$ cat src/rtl/core_exc_ctrl_pkg.sv
// Shared core definitions: SR layout, modes, exception FSM states and save-stack frame.
package core_exc_ctrl_pkg;

   typedef logic [1:0] mode_t;
   localparam mode_t MODE_USR = 2'd0;
   localparam mode_t MODE_SUP = 2'd1;
   localparam mode_t MODE_EXC = 2'd2;
   localparam mode_t MODE_IRQ = 2'd3;

   typedef struct packed {
      logic [3:0] flags;
      mode_t      mode;
      logic       i;
   } sr_t;

   typedef logic [3:0] cause_t;

   typedef enum logic [1:0] {
      IDLE,
      FLUSH,
      ENTER,
      RESTORE
   } exc_state_t;

   localparam int unsigned CORE_PC_W = 32;

   typedef struct packed {
      sr_t                  sr;
      logic [CORE_PC_W-1:0] pc;
   } exc_frame_t;

   // Interrupt causes occupy codes 8..15, above the synchronous exception causes.
   function automatic cause_t irq_cause(input logic [2:0] idx);
      return {1'b1, idx};
   endfunction

endpackage

$ cat src/rtl/core_exc_ctrl_stack.sv
// Small LIFO holding saved {SR, PC} frames for nested exception entry.
module core_exc_stack
   import core_exc_ctrl_pkg::*;
#(
   parameter int unsigned DEPTH = 2,
   parameter type         T     = exc_frame_t
) (
   input  logic clk,
   input  logic rst,
   input  logic push_i,
   input  logic pop_i,
   input  T     data_i,
   output T     top_o,
   output logic full_o,
   output logic empty_o
);

   localparam int unsigned CW = $clog2(DEPTH + 1);
   localparam int unsigned AW = (DEPTH > 1) ? $clog2(DEPTH) : 1;

   logic [CW-1:0] cnt_q, cnt_d;
   T              mem_q [DEPTH];

   assign full_o  = (cnt_q == CW'(DEPTH));
   assign empty_o = (cnt_q == '0);

   always_comb begin
      cnt_d = cnt_q;
      if (push_i && !full_o)
         cnt_d = cnt_q + 1'b1;
      else if (pop_i && !empty_o)
         cnt_d = cnt_q - 1'b1;
   end

   always_comb begin
      top_o = '0;
      if (!empty_o)
         top_o = mem_q[AW'(cnt_q - 1'b1)];
   end

   always_ff @(posedge clk) begin
      if (!rst)
         cnt_q <= '0;
      else
         cnt_q <= cnt_d;
   end

   always_ff @(posedge clk) begin
      if (push_i && !full_o)
         mem_q[AW'(cnt_q)] <= data_i;
   end

endmodule

$ cat src/rtl/core_exc_ctrl.sv
// Exception/interrupt sequencer: arbitrates entry and return, saves/restores SR and PC,
// and drives the SR block's write_sr/write_mode/write_i port group.
module core_exc_ctrl
   import core_exc_ctrl_pkg::*;
#(
   parameter int unsigned     PC_W     = 32,
   parameter int unsigned     NIRQ     = 8,
   parameter int unsigned     DEPTH    = 2,
   parameter logic [PC_W-1:0] VEC_BASE = PC_W'(32'h0000_0100)
) (
   input  logic            clk,
   input  logic            rst,
   input  sr_t             sr,
   input  logic [NIRQ-1:0] irq,
   input  logic            exc_req,
   input  logic [2:0]      exc_cause,
   input  logic [PC_W-1:0] exc_pc,
   input  logic [PC_W-1:0] irq_pc,
   input  logic            reti,
   input  logic            drain_done,
   output logic            write_sr,
   output sr_t             sr_out,
   output logic            write_mode,
   output mode_t           mode,
   output logic            write_i,
   output logic            i,
   output logic            flush,
   output logic            redirect,
   output logic [PC_W-1:0] redirect_pc,
   output logic            exc_ack,
   output logic [NIRQ-1:0] irq_ack,
   output cause_t          cause,
   output logic            fault
);

   typedef struct packed {
      sr_t             sr;
      logic [PC_W-1:0] pc;
   } frame_t;

   exc_state_t      state_q, state_d;
   logic            is_exc_q, is_exc_d;
   logic [2:0]      idx_q, idx_d;
   cause_t          lcause_q, lcause_d;
   logic [PC_W-1:0] lpc_q, lpc_d;
   cause_t          cause_q, cause_d;
   logic            fault_q, fault_d;

   logic            st_push, st_pop, st_full, st_empty;
   frame_t          st_top, st_in;
   logic            irq_any;
   logic [2:0]      irq_idx;
   logic [PC_W-1:0] vec_pc;

   assign irq_any = sr.i && (|irq);
   assign st_in   = '{sr: sr, pc: lpc_q};
   assign vec_pc  = VEC_BASE + PC_W'({lcause_q, 2'b00});
   assign cause   = cause_q;
   assign fault   = fault_q;

   // Scan downward so the lowest-index set line is the one left standing.
   always_comb begin
      irq_idx = '0;
      for (int unsigned k = NIRQ; k > 0; k--)
         if (irq[k-1]) irq_idx = 3'(k - 1);
   end

   core_exc_stack #(
      .DEPTH (DEPTH),
      .T     (frame_t)
   ) u_stack (
      .clk     (clk),
      .rst     (rst),
      .push_i  (st_push),
      .pop_i   (st_pop),
      .data_i  (st_in),
      .top_o   (st_top),
      .full_o  (st_full),
      .empty_o (st_empty)
   );

   always_comb begin
      state_d     = state_q;
      is_exc_d    = is_exc_q;
      idx_d       = idx_q;
      lcause_d    = lcause_q;
      lpc_d       = lpc_q;
      cause_d     = cause_q;
      fault_d     = fault_q;
      st_push     = 1'b0;
      st_pop      = 1'b0;
      write_sr    = 1'b0;
      sr_out      = '0;
      write_mode  = 1'b0;
      mode        = '0;
      write_i     = 1'b0;
      i           = 1'b0;
      flush       = 1'b0;
      redirect    = 1'b0;
      redirect_pc = '0;
      exc_ack     = 1'b0;
      irq_ack     = '0;
      case (state_q)
         IDLE: begin
            if (exc_req) begin
               is_exc_d = 1'b1;
               lcause_d = {1'b0, exc_cause};
               lpc_d    = exc_pc;
               state_d  = FLUSH;
            end else if (reti) begin
               state_d  = RESTORE;
            end else if (irq_any) begin
               is_exc_d = 1'b0;
               idx_d    = irq_idx;
               lcause_d = irq_cause(irq_idx);
               lpc_d    = irq_pc;
               state_d  = FLUSH;
            end
         end
         FLUSH: begin
            flush = 1'b1;
            if (drain_done) state_d = ENTER;
         end
         ENTER: begin
            if (st_full) begin
               fault_d = 1'b1;
            end else begin
               st_push     = 1'b1;
               write_mode  = 1'b1;
               mode        = is_exc_q ? MODE_EXC : MODE_IRQ;
               write_i     = 1'b1;
               i           = 1'b0;
               redirect    = 1'b1;
               redirect_pc = vec_pc;
            end
            if (is_exc_q) exc_ack = 1'b1;
            else          irq_ack = NIRQ'(1) << idx_q;
            cause_d = lcause_q;
            state_d = IDLE;
         end
         RESTORE: begin
            flush = 1'b1;
            if (st_empty) begin
               fault_d = 1'b1;
            end else begin
               write_sr    = 1'b1;
               sr_out      = st_top.sr;
               redirect    = 1'b1;
               redirect_pc = st_top.pc;
               st_pop      = 1'b1;
            end
            state_d = IDLE;
         end
         default: state_d = IDLE;
      endcase
   end

   always_ff @(posedge clk) begin
      if (!rst) begin
         state_q  <= IDLE;
         is_exc_q <= 1'b0;
         idx_q    <= '0;
         lcause_q <= '0;
         lpc_q    <= '0;
         cause_q  <= '0;
         fault_q  <= 1'b0;
      end else begin
         state_q  <= state_d;
         is_exc_q <= is_exc_d;
         idx_q    <= idx_d;
         lcause_q <= lcause_d;
         lpc_q    <= lpc_d;
         cause_q  <= cause_d;
         fault_q  <= fault_d;
      end
   end

endmodule

$ cat config.mk
export PLATFORM = sky130hd
export DESIGN_NAME = core_exc_ctrl
export DESIGN_NICKNAME = d
export VERILOG_FILES = /design/src/rtl/core_exc_ctrl_pkg.sv /design/src/rtl/core_exc_ctrl_stack.sv /design/src/rtl/core_exc_ctrl.sv
export SDC_FILE = /design/constraint.sdc
export NUM_CORES = 1
export LEC_CHECK = 0
export ABC_AREA = 0
export CORE_UTILIZATION = 44
export DETAILED_ROUTE_END_ITERATION = 7
export MAX_ROUTING_LAYER = met4
export PLACE_DENSITY = 0.77
export SLEW_MARGIN = 20
export SYNTH_ARGS = -nofsm -noshare
export SYNTH_HDL_FRONTEND = slang
export SYNTH_SLANG_ARGS = --single-unit
$ cat constraint.sdc
create_clock -name clk -period 4.1 [get_ports clk]
set_input_delay 0.82 -clock clk [delete_from_list [all_inputs] [get_ports clk]]
set_output_delay 0.82 -clock clk [all_outputs]
set_load 0.005 [all_outputs]
==> run_results.csv <==
group,metric,value,unit
drt,via_count,3943,
global_routing,grt_pass1_vias,3921,
logic_synthesis,yosysWarnings,0,
finish,syn2layout_area_growth,40.6,%
worst_setup_path,critPathMaxFanout,10,
placement,io_buffer_count,146,
die,io_pins,148,
power_and_ir_drop,p_leak,2.69,nW
clock_tree,clock-sinks,127,
finish,final_cell_mix,"145 x clkdlybuf4s50_1, 78 x edfxtp_1, 76 x mux2i_1",
die,core,12100,µm²
clock_tree,clock_path_buffers,2,
finish,num-nets-final,663,
clock_tree,path_clk_slew,0.06,ns
flow_run,maxCapViolations,0,
sta,setup_slack,0.542,ns
drt,drt_first_pass_iters,4,
drt,route.detailed.drc,0,
logic_synthesis,synth_edf_count,78,
placement,dp_slack,0.825,ns
power_and_ir_drop,p_int,2.67,mW
finish,layout-drive-gt1-share,13.5,%
clock_tree,htreeDepth,4,
worst_setup_path,cp.arrival,2.74,ns
placement,hpwl,7950,µm
global_routing,grt_max_degree,43,
worst_setup_path,crit_path_end_kind,"output pin",
die,start_util,45.4,%
outcome,status,"completed",
sta,drv_slew,0,
drt,drt-initial-drc-count,176,
global_routing,grt_pass1_wl,19400,µm
sta,min_period,3.56,ns
logic_synthesis,ys_ff_latch,127,
sta,rsz0062_at_grt,"false",
power_and_ir_drop,switching_share,22.2,%
worst_setup_path,required,3.28,ns
clock_tree,clock_latency,0.41,ns
logic_synthesis,syn_area,5500,µm²
worst_setup_path,cp_cell_sequence,"nand2b_1 > or2_2 > inv_1 > nand2_1 > o21ai_0 > clkdlybuf4s50_1",
sta,worst-slew-pin-transition,1.10,ns
global_routing,grt_antenna_before_repair,0,
sta,final.setup.tns,0,ns
drt,wire_per_inst,16.3,µm
die,num_rows,40,
clock_tree,clock-root-buffer,"clkbuf_16",
sta,worst_slew_margin_rel,26.9,%
global_routing,gr-total-overflow,0,
power_and_ir_drop,pwr-share-seq,43.1,%
hold_path,hp-class,"reg2reg",
clock_tree,cts-resized-gates,0,
clock_tree,post-cts-setup-buffers,0,
clock_tree,cts_hold_buffers,0,
die,dieArea,12900,µm²
power_and_ir_drop,power.share.clock,45.7,%
worst_setup_path,cpPeakStageDelay,0.57,ns
power_and_ir_drop,combPwrFrac,11.1,%
drt,via_per_inst,5.22,
logic_synthesis,synthArstFlopShare,0,%
logic_synthesis,synth_ff_type,"edfxtp_1",
logic_synthesis,syn-num-nets,527,
finish,antenna_cells,0,
clock_tree,cts_tree,"done",
die,die_x,114,µm
logic_synthesis,synth-seq-area-share,60.4,%
sta,finClkSkew,0.00917,ns
logic_synthesis,ys_types,40,
power_and_ir_drop,p_per_area,444,nW/µm²
logic_synthesis,syn_avg_cell_area,12.6,µm²
finish,final_common_cell,"clkdlybuf4s50_1",
placement,routabilityCongestion,0.839,
worst_setup_path,cp_slowest_cell,"clkdlybuf4s50_1",
drt,wl,12300,µm
clock_tree,numCtsBuffers,17,
worst_setup_path,critPathLaunchType,"flop",
worst_setup_path,critical_path_class,"reg2out",
die,fp.dieH,114,µm
power_and_ir_drop,ir_drop,0.295,mV
sta,clock.fmax,281,MHz
sta,min_period_over_period,86.8,%
drt,ant_nets,0,
sta,hold_viol_final,0,
logic_synthesis,synth_cells,438,
sta,setup_viol,0,
power_and_ir_drop,switchingPower,0.763,mW
global_routing,grtUsageTotal,20.5,%
==> flip-flops by register name, indices dropped and copies added, names as in the netlist <==
signal         cells
lpc_q             32
idx_q              3
u_stack.cnt_q      2
state_q            2
cause              4
lcause_q           4
fault              1
is_exc_q           1
u_stack.mem_q     78
==> power by group through the flow <==
stage                     registers (mW)  logic (mW)  clock network (mW)
final                               1.48       0.382                1.57
after global routing                1.49       0.413                1.64
after CTS                           1.48       0.386                1.58
after detailed placement            1.51       0.381                   0
after global placement              1.50       0.368                   0
after floorplan                     1.49       0.239                   0
==> metal layers <==
metal / up-vias / global-route usage (%) / part of all wire (%)
met4: 0 / 9.52 / 2.5
met1: 1892 / 23.7 / 43
li1: 1896 / - / -
met5: - / - / 0
met2: 132 / 34.8 / 50
met3: 23 / 3.61 / 4.7
==> through the flow <==
step	util [%]	total power, mW	instances	hold WS, ns	instance area (µm²)
after floorplan	-	1.73	438	0.427	5500
after global placement	58.1	1.87	720	0.432	7040
after detailed placement	58.6	1.89	723	0.440	7100
after CTS	63.8	3.45	755	0.452	7730
after global routing	63.8	3.54	755	0.463	7730
final	63.8	3.43	755	0.448	7730
==> critical path, delay by kind of cell, from the launching register on <==
family          cells  cell delay [ns]
simple gates        3             0.95
buf+inv             2             0.84
flops               1             0.41
compound gates      1             0.14
==> worst paths after layout <==
check	from	end	slack, ns	depth (start not counted)
worst max-delay path	state_q[0]	redirect_pc[4]	0.54	6
worst min-delay path	lpc_q[23]	u_stack.mem_q[1][23]	0.45	0
worst max register to register	state_q[0]	u_stack.mem_q[1][5]	1.75	5
worst min register to register	lpc_q[23]	u_stack.mem_q[1][23]	0.45	0
==> final cells by class <==
| type | count | area, µm² |
|---|---|---|
| fill | 929 | 4380 |
| clock inverter | 13 | 186 |
| sequential | 127 | 3320 |
| inverter | 7 | 26.3 |
| multi-input combinational | 266 | 1980 |
| clock buffer | 19 | 443 |
| timing repair buffer | 155 | 1560 |
| tap | 168 | 210 |
==> synthesized netlist by cell type (2+ instances only) <==
cell	count	area, µm²
buf_4	3	22.5
o31ai_1	3	22.5
mux2_2	2	22.5
nor2_1	58	218
nand3_1	3	15.0
mux2i_1	76	761
a211oi_1	4	30.0
nor4_1	2	12.5
nor3_1	36	180
buf_6	5	56.3
a221oi_1	2	17.5
dfxtp_1	49	981
nand2_1	8	30.0
o21ai_0	9	45.0
inv_1	6	22.5
nand2b_1	6	37.5
edfxtp_1	78	2340
o41ai_1	2	17.5
a211oi_2	28	350
clkbuf_1	26	97.6
or3_1	2	12.5
buf_1	3	11.3
a21oi_1	7	35.0
ha_1	2	25.0
o211ai_1	3	22.5
==> kinds of logic after synthesis <==
logic type | synth area share, %
AOI/OAI and AO/OA | 10.4
xor gates and xnor gates | 0.159
adders and majority gates | 0.455
buffers and inverters | 3.98
DFF | 60.4
muxes | 14.2
other | 0.0682
and+or+nand+nor | 10.2
Note: power is estimated with default switching activity, not from simulation.
